<file path="src/rtl/cpu_pkg.sv">
// -----------------------------------------------------------------------------
// cpu_pkg
// Shared constants for the CPU pipeline: reset vector, zero/nop words and the
// exception code raised for a misaligned instruction fetch.
// -----------------------------------------------------------------------------
package cpu_pkg;

   localparam logic [31:0] RESET_PC  = 32'hBFC0_0000;
   localparam logic [31:0] ZERO_WORD = 32'h0000_0000;
   localparam logic [31:0] NOP_INST  = 32'h0000_0000;

   // Address error on load / instruction fetch.
   localparam logic [4:0]  EXC_ADEL  = 5'h04;

endpackage

</file>
<file path="src/rtl/pc_reg.sv">
// -----------------------------------------------------------------------------
// pc_reg
// Fetch program counter with its next-PC priority mux.
//
// Ports:
//   clk, rst            clock, asynchronous active-high reset
//   stall_i             hold the PC
//   flush_i             exception/eret redirect (highest priority)
//   new_pc_i            redirect target for flush_i
//   branch_flag_i       taken branch/jump resolved in decode
//   branch_to_addr_i    branch target
//   pc_o                current fetch PC
// -----------------------------------------------------------------------------
module pc_reg
   import cpu_pkg::*;
#(
   parameter logic [31:0] RESET_PC_VAL = RESET_PC
) (
   input  logic        clk,
   input  logic        rst,
   input  logic        stall_i,
   input  logic        flush_i,
   input  logic [31:0] new_pc_i,
   input  logic        branch_flag_i,
   input  logic [31:0] branch_to_addr_i,
   output logic [31:0] pc_o
);

   logic [31:0] pc_q;
   logic [31:0] pc_d;

   // Flush beats stall; a branch seen while stalled is dropped because decode
   // re-presents it once the stall lifts.
   always_comb begin
      pc_d = pc_q + 32'd4;
      if (flush_i) begin
         pc_d = new_pc_i;
      end else if (stall_i) begin
         pc_d = pc_q;
      end else if (branch_flag_i) begin
         pc_d = branch_to_addr_i;
      end
   end

   always_ff @(posedge clk or posedge rst) begin
      if (rst) begin
         pc_q <= RESET_PC_VAL;
      end else begin
         pc_q <= pc_d;
      end
   end

   assign pc_o = pc_q;

endmodule

</file>
<file path="src/rtl/if_stage.sv">
// -----------------------------------------------------------------------------
// if_stage
// Instruction-fetch stage plus IF/ID pipeline register. Drives the synchronous
// instruction SRAM from the fetch PC and presents a registered pc/inst/
// delay-slot triple to decode. A one-entry skid buffer keeps inst_o stable
// while stalled, since the SRAM output is not held once its enable drops.
//
// Ports:
//   clk, rst                  clock, asynchronous active-high reset
//   stall_i, flush_i          pipeline hold / exception redirect
//   new_pc_i                  flush target
//   branch_flag_i             taken branch from decode
//   branch_to_addr_i          branch target
//   next_is_in_delayslot_i    instruction being fetched is a delay slot
//   inst_sram_en_o            SRAM read enable
//   inst_sram_addr_o          SRAM byte address (fetch PC)
//   inst_sram_rdata_i         SRAM data, one cycle after the address
//   pc_o, inst_o              decode-stage PC and instruction (0 = bubble)
//   is_in_delayslot_o         decode instruction sits in a delay slot
//   fetch_adel_o              decode PC is misaligned (AdEL)
// -----------------------------------------------------------------------------
module if_stage
   import cpu_pkg::*;
#(
   parameter logic [31:0] RESET_PC = cpu_pkg::RESET_PC
) (
   input  logic        clk,
   input  logic        rst,
   input  logic        stall_i,
   input  logic        flush_i,
   input  logic [31:0] new_pc_i,
   input  logic        branch_flag_i,
   input  logic [31:0] branch_to_addr_i,
   input  logic        next_is_in_delayslot_i,
   output logic        inst_sram_en_o,
   output logic [31:0] inst_sram_addr_o,
   input  logic [31:0] inst_sram_rdata_i,
   output logic [31:0] pc_o,
   output logic [31:0] inst_o,
   output logic        is_in_delayslot_o,
   output logic        fetch_adel_o
);

   logic [31:0] pc_q;
   logic        pc_misaligned;

   logic [31:0] id_pc_q;
   logic        id_valid_q;
   logic        id_ds_q;
   logic        id_adel_q;

   logic [31:0] held_q;
   logic        held_valid_q;

   pc_reg #(
      .RESET_PC_VAL     (RESET_PC)
   ) u_pc_reg (
      .clk              (clk),
      .rst              (rst),
      .stall_i          (stall_i),
      .flush_i          (flush_i),
      .new_pc_i         (new_pc_i),
      .branch_flag_i    (branch_flag_i),
      .branch_to_addr_i (branch_to_addr_i),
      .pc_o             (pc_q)
   );

   assign pc_misaligned    = (pc_q[1:0] != 2'b00);

   // A misaligned PC never touches the SRAM; the AdEL flag travels to decode.
   assign inst_sram_en_o   = !rst && (!stall_i || flush_i) && !pc_misaligned;
   assign inst_sram_addr_o = pc_q;

   // IF/ID register
   always_ff @(posedge clk or posedge rst) begin
      if (rst) begin
         id_pc_q    <= ZERO_WORD;
         id_valid_q <= 1'b0;
         id_ds_q    <= 1'b0;
         id_adel_q  <= 1'b0;
      end else if (flush_i) begin
         id_pc_q    <= ZERO_WORD;
         id_valid_q <= 1'b0;
         id_ds_q    <= 1'b0;
         id_adel_q  <= 1'b0;
      end else if (!stall_i) begin
         id_pc_q    <= pc_q;
         id_valid_q <= 1'b1;
         id_ds_q    <= next_is_in_delayslot_i;
         id_adel_q  <= pc_misaligned;
      end
   end

   // Skid buffer: on the first stalled cycle the SRAM still shows the word for
   // the decode entry; capture it before the SRAM output goes stale.
   always_ff @(posedge clk or posedge rst) begin
      if (rst) begin
         held_q       <= ZERO_WORD;
         held_valid_q <= 1'b0;
      end else if (flush_i || !stall_i) begin
         held_valid_q <= 1'b0;
      end else if (id_valid_q && !held_valid_q) begin
         held_q       <= inst_sram_rdata_i;
         held_valid_q <= 1'b1;
      end
   end

   always_comb begin
      inst_o = NOP_INST;
      if (id_valid_q && !id_adel_q) begin
         inst_o = held_valid_q ? held_q : inst_sram_rdata_i;
      end
   end

   assign pc_o              = id_pc_q;
   assign is_in_delayslot_o = id_ds_q;
   assign fetch_adel_o      = id_adel_q;

endmodule

</file>
<file path="config.mk">
export PLATFORM = sky130hd
export DESIGN_NAME = if_stage
export DESIGN_NICKNAME = d
export VERILOG_FILES = /design/src/rtl/cpu_pkg.sv /design/src/rtl/pc_reg.sv /design/src/rtl/if_stage.sv
export SDC_FILE = /design/constraint.sdc
export NUM_CORES = 1
export LEC_CHECK = 0
export ABC_AREA = 1
export BUFFER_PORTS_ARGS = -buffer_cell sky130_fd_sc_hd__buf_2
export CORE_AREA = 4 4 107 109
export CTS_CLUSTER_SIZE = 10
export DETAILED_ROUTE_END_ITERATION = 6
export DIE_AREA = 0 0 111 113
export PLACE_DENSITY_LB_ADDON = 0.2
export SLEW_MARGIN = 5
export SYNTH_ARGS = -nofsm -noshare
export SYNTH_HDL_FRONTEND = slang
export SYNTH_SLANG_ARGS = --single-unit
export TNS_END_PERCENT = 1
</file>
<file path="constraint.sdc">
create_clock -name clk -period 5.94 [get_ports clk]
set_input_delay 0.297 -clock clk [delete_from_list [all_inputs] [get_ports clk]]
set_output_delay 0.297 -clock clk [all_outputs]
set_load 0.1 [all_outputs]
</file>
* Word-level counts from Yosys, hierarchy flattened
Cells that the tools add are included.
Word-level totals: register bits after elaboration 100, input port bits 102, output and inout bits 99, logic and storage cells 38
Cells by class: add/subtract/negate cells 1, eq/ne operators 1, muxes and demuxes 15, bitwise gates (word level) 1, reductions and logical operators 13
Operator list (count):
- $mux W32 | 7
- $add A32 B3 Y32 const B | 1
- $mux W1 | 8
- $logic_not A1 Y1 | 5
- $logic_and A1 B1 Y1 | 4
- $reduce_bool A2 Y1 | 2
- $ne A2 B1 Y1 const B | 1
- $reduce_and A2 Y1 | 1
- $logic_or A1 B1 Y1 | 1
- $not A1 Y1 | 1

* Logic depth before layout (Yosys ltp)
depth after elaboration 4, mapped depth 9, depth with buffers taken out 9

* Hierarchy
A second synthesis with hierarchy kept.
Second synthesis, totals: cell total of the unflattened synthesis 820, area, all modules 5724.2 um^2
By module, submodules not included:
- if_stage | instances 1, cells each 404, area each 3118.0 um^2, sequential area each 1701.6 um^2
- pc_reg | instances 1, cells each 416, area each 2606.2 um^2, sequential area each 812.0 um^2

* Worst setup path after synthesis
Ideal clock, no wire load.
path type register to output, start point register u_pc_reg.pc_q[0], in the netlist u_pc_reg.pc_o[0], end point output port inst_sram_en_o, arrival time 3.794 ns, data required time 5.643 ns, path slack 1.849 ns, cell stages (with the launch flop) 2, buffers on the path 0, cell sequence dfrtp_1 nor4_1
On the way: longest elaborated chain between the ends 3
Ends and longest elaborated chain:
- from (decl) | line pc_reg.sv:29 | logic [31:0] pc_q;
- from (signal assigned) | line pc_reg.sv:49 | pc_q <= pc_d;
- $reduce_bool A2 Y1 | line if_stage.sv:68 | assign pc_misaligned = (pc_q[1:0] != 2'b00);
- $logic_not A1 Y1 | line if_stage.sv:71 | assign inst_sram_en_o = !rst && (!stall_i || flush_i) && !pc_misaligned;
- $logic_and A1 B1 Y1 | line if_stage.sv:71
- to (decl) | line if_stage.sv:35 | output logic inst_sram_en_o,
No other way between the ends.

* Worst setup path after layout
start point register held_valid_q, end point register held_q[7]
On the way: longest elaborated chain between the ends 3
Ends and longest elaborated chain:
- from (decl) | line if_stage.sv:53 | logic held_valid_q;
- from (signal assigned) | line if_stage.sv:99 | held_valid_q <= 1'b0;
- from (signal assigned) | line if_stage.sv:101 | held_valid_q <= 1'b0;
- from (signal assigned) | line if_stage.sv:104 | held_valid_q <= 1'b1;
- $logic_not A1 Y1 | line if_stage.sv:102 | end else if (id_valid_q && !held_valid_q) begin
- $logic_and A1 B1 Y1 | line if_stage.sv:102
- $reduce_and A2 Y1 (no line)
- to (signal assigned) | line if_stage.sv:103 | held_q <= inst_sram_rdata_i;
- to (decl) | line if_stage.sv:52 | logic [31:0] held_q;
No other way between the ends. A chain may end at the register's enable or synchronous reset.

==> key figures <==
STA
  • Post-route setup TNS: 0 ns
  • Fin crit period: 2.75 ns
  • RSZ-0062 raised after global routing: no
  • Worst Skew: 0.00843 ns
  • Slew HR: 31.1%
  • Worst Max-Slew Pin Slew: 1.03 ns
  • Final setup fails: 0
  • Period utilization: 46.2%
  • Final Slew Violations: 0
  • Final Hold Vio Count: 0
  • Worst Hold Margin: 0.108 ns
  • Fmax: 364 MHz

Place
  • IO Port Bufs: 200
  • Placed Area: 6570 sq um
  • DP HPWL: 11600 um
  • GP Congestion: 0.912

Route
  • Vias: 5692
  • Initial DRC Count: 499
  • WL met3: 1140 um
  • Final ANT Viol Nets: 0
  • WL met1: 6850 um
  • WL met2: 7790 um
  • Vias per cell: 5.32
  • Final WL: 16100 um
  • Top sig layer: met4
  • Routed length per instance: 15.1 um
  • First-pass DRT Iterations: 7
  • Drt drc: 0

Clock network
  • Clk root buf: clkbuf_8
  • Setup bufs post-CTS: 0
  • Max clock buf depth: 2
  • # resized after CTS: 0
  • Total CTS buffers: 9
  • H-tree levels: 3
  • Clock-pin slew on the worst setup and hold paths: 0.10 ns
  • Hold_buf cts: 1
  • CTS sink count: 100
  • CTS tree: done
  • Worst skew pair latency: 0.37 ns

GRT
  • Pin count of the biggest net entering global routing: 73
  • Vias in the first global route: 5312
  • Antenna violations before repair: 0
  • Congestion Overflow GR: 0
  • GRT Resource Usage Total: 25.2%
  • First-pass GRT wire length: 26100 um

Floorplanning
  • IO Pins: 201
  • Initial Util: 52.7%
  • Rows: 38
  • Die width: 111 um
  • Core area: 10600 sq um
  • DIE HEIGHT: 113 um
  • Die area: 12500 sq um

Yosys
  • Seq cells post-synth: 100
  • Mapped Nets: 856
  • Unique masters post-synth: 34
  • Sequential share of the synthesized area: 44.9%
  • Netlist Area Pre-Place: 5590 sq um
  • Ys Warns: 0
  • Mapped Avg Cell Area: 7.43 sq um
  • Cells after Synth: 753

Power and ir drop
  • Lkg Pwr: 3.59 nW
  • PD cells: 307 nW/um^2
  • Worst vdd ir: 0.146 mV

Finish
  • ANT cells: 0
  • Fraction of layout cells with a size suffix above 1: 27.3%
  • Final nets: 1028
  • Area growth, synth to finish: 20.9%
  • Reg area: 2510 sq um
  • Finished Core Util: 63.8%
  • Multi-input gate area in the final layout: 2570 sq um
  • Fin area: 6760 sq um
  • Fill cells: 995

Setup path
  • Critical path arrival: 3.01 ns
  • Crit path max fanout: 66
  • CP max stage delay: 1.03 ns
  • Worst EP required: 6.20 ns
  • Startpoint type of the worst setup path: flop
  • Worst Setup End Kind: flop
  • Crit path cell chain: inv_2, nand3_2, o21ai_0
  • CP max stage cell: nand3_2
  • Kind of critical path: flop to flop

Run status
  • Run status: completed

Hold path
  • Hold WC Path Type: primary input to flop

Run
  • Total of max-cap violations: 0
==> registers in the layout (all words and copies together), names as in the netlist <==
name               cells
fetch_adel_o           1
pc_o                  32
id_valid_q             1
held_valid_q           1
held_q                32
is_in_delayslot_o      1
u_pc_reg.pc_o         32
==> report_power, final <==
part / switching (mW) / internal (mW)
registers: 0.0759 / 0.777
logic: 0.662 / 0.145
clock network: 0.256 / 0.162
total: 0.994 / 1.08
==> metal layers <==
metal / vias up / track usage, %
met5: - / 0
met4: 0 / 7.14
met3: 27 / 5.19
met2: 218 / 42.0
met1: 2635 / 33.7
li1: 2812 / -
==> worst max-delay path: cells and delay by family (launching register included) <==
kind,cells,cell delay [ns]
AND/OR/NAND/NOR,1,1.03
flip-flops,1,0.39
buffers and inverters,1,0.71
AO/OA/AOI/OAI,1,0.49
==> synth_stat cells <==
master	count	share of area (%)
nand2_1	203	14
dfrtp_1	91	41
nor2_1	83	5.6
inv_1	73	4.9
o21ai_0	66	5.9
nand3_1	63	5.6
a211oi_1	34	4.6
a31oi_1	23	2.6
clkbuf_1	20	1.3
a21oi_1	18	1.6
buf_2	13	1.2
dfstp_2	9	4.2
nor2_4	7	1.4
nor2_2	5	0.56
a22oi_1	4	0.54
buf_1	4	0.27
clkbuf_8	4	0.98
o211ai_1	4	0.54
a21oi_2	3	0.47
and2_1	3	0.34
or2_2	3	0.34
a32oi_1	2	0.31
a41oi_1	2	0.31
and3_1	2	0.22
inv_2	2	0.13
nand2_2	2	0.22
nand2_4	2	0.40
o21ai_1	2	0.18
buf_6	1	0.20
clkbuf_2	1	0.089
ha_1	1	0.22
nand3_2	1	0.18
nand3b_1	1	0.13
nor4_1	1	0.11
==> per-stage QoR <==
stage          setup WS (ns)  std cells  total power, mW
2_1_floorplan           1.85        753             1.51
3_3_place_gp            3.02       1053             1.66
3_5_place_dp            2.88       1053             1.67
4_1_cts                 3.15       1070             2.09
5_1_grt                 2.80       1070             2.19
6_report                3.19       1070             2.08
==> path summary, 6_finish.rpt <==
path	slack, ns	to	depth (start not counted)	start
min in group asynchronous	0.49	pc_o[5]	3	rst
min	0.11	id_valid_q	2	stall_i
min reg2reg	0.48	pc_o[10]	2	pc_o[10]
max in group asynchronous	4.23	u_pc_reg.pc_o[18]	4	rst
max reg2reg	3.19	held_q[7]	3	held_valid_q
max	3.19	held_q[7]	3	held_valid_q
==> logic make-up after synthesis <==
logic type | share of synthesized area, %
and+or+nand+nor | 28.7
DFF | 44.9
buffers and inverters | 9.08
AOI/OAI and AO/OA | 17.0
adders and majority gates | 0.224
==> layout make-up <==
class,instances,share of cell area [%]
tap,140,2.59
sequential,100,37.2
clock inverter,6,0.851
inverter,75,4.20
timing repair buffer,204,15.3
multi-input combinational,535,38.0
clock buffer,10,1.89
==> placed cells by master, fill, tap and decap left out, types with 4 or more instances in the layout <==
cell type and instances:
a31oi_1 23, nor2_2 5, inv_1 71, nand2_1 203, nor2_1 83, o211ai_1 4, dfrtp_1 91, a211oi_1 34
a22oi_1 4, dfstp_2 9, nor2_4 7, a21oi_1 18, clkinv_4 4, buf_2 200, o21ai_0 66, nand3_1 63
clkbuf_8 9
Note: power is estimated with default switching activity, not from simulation.
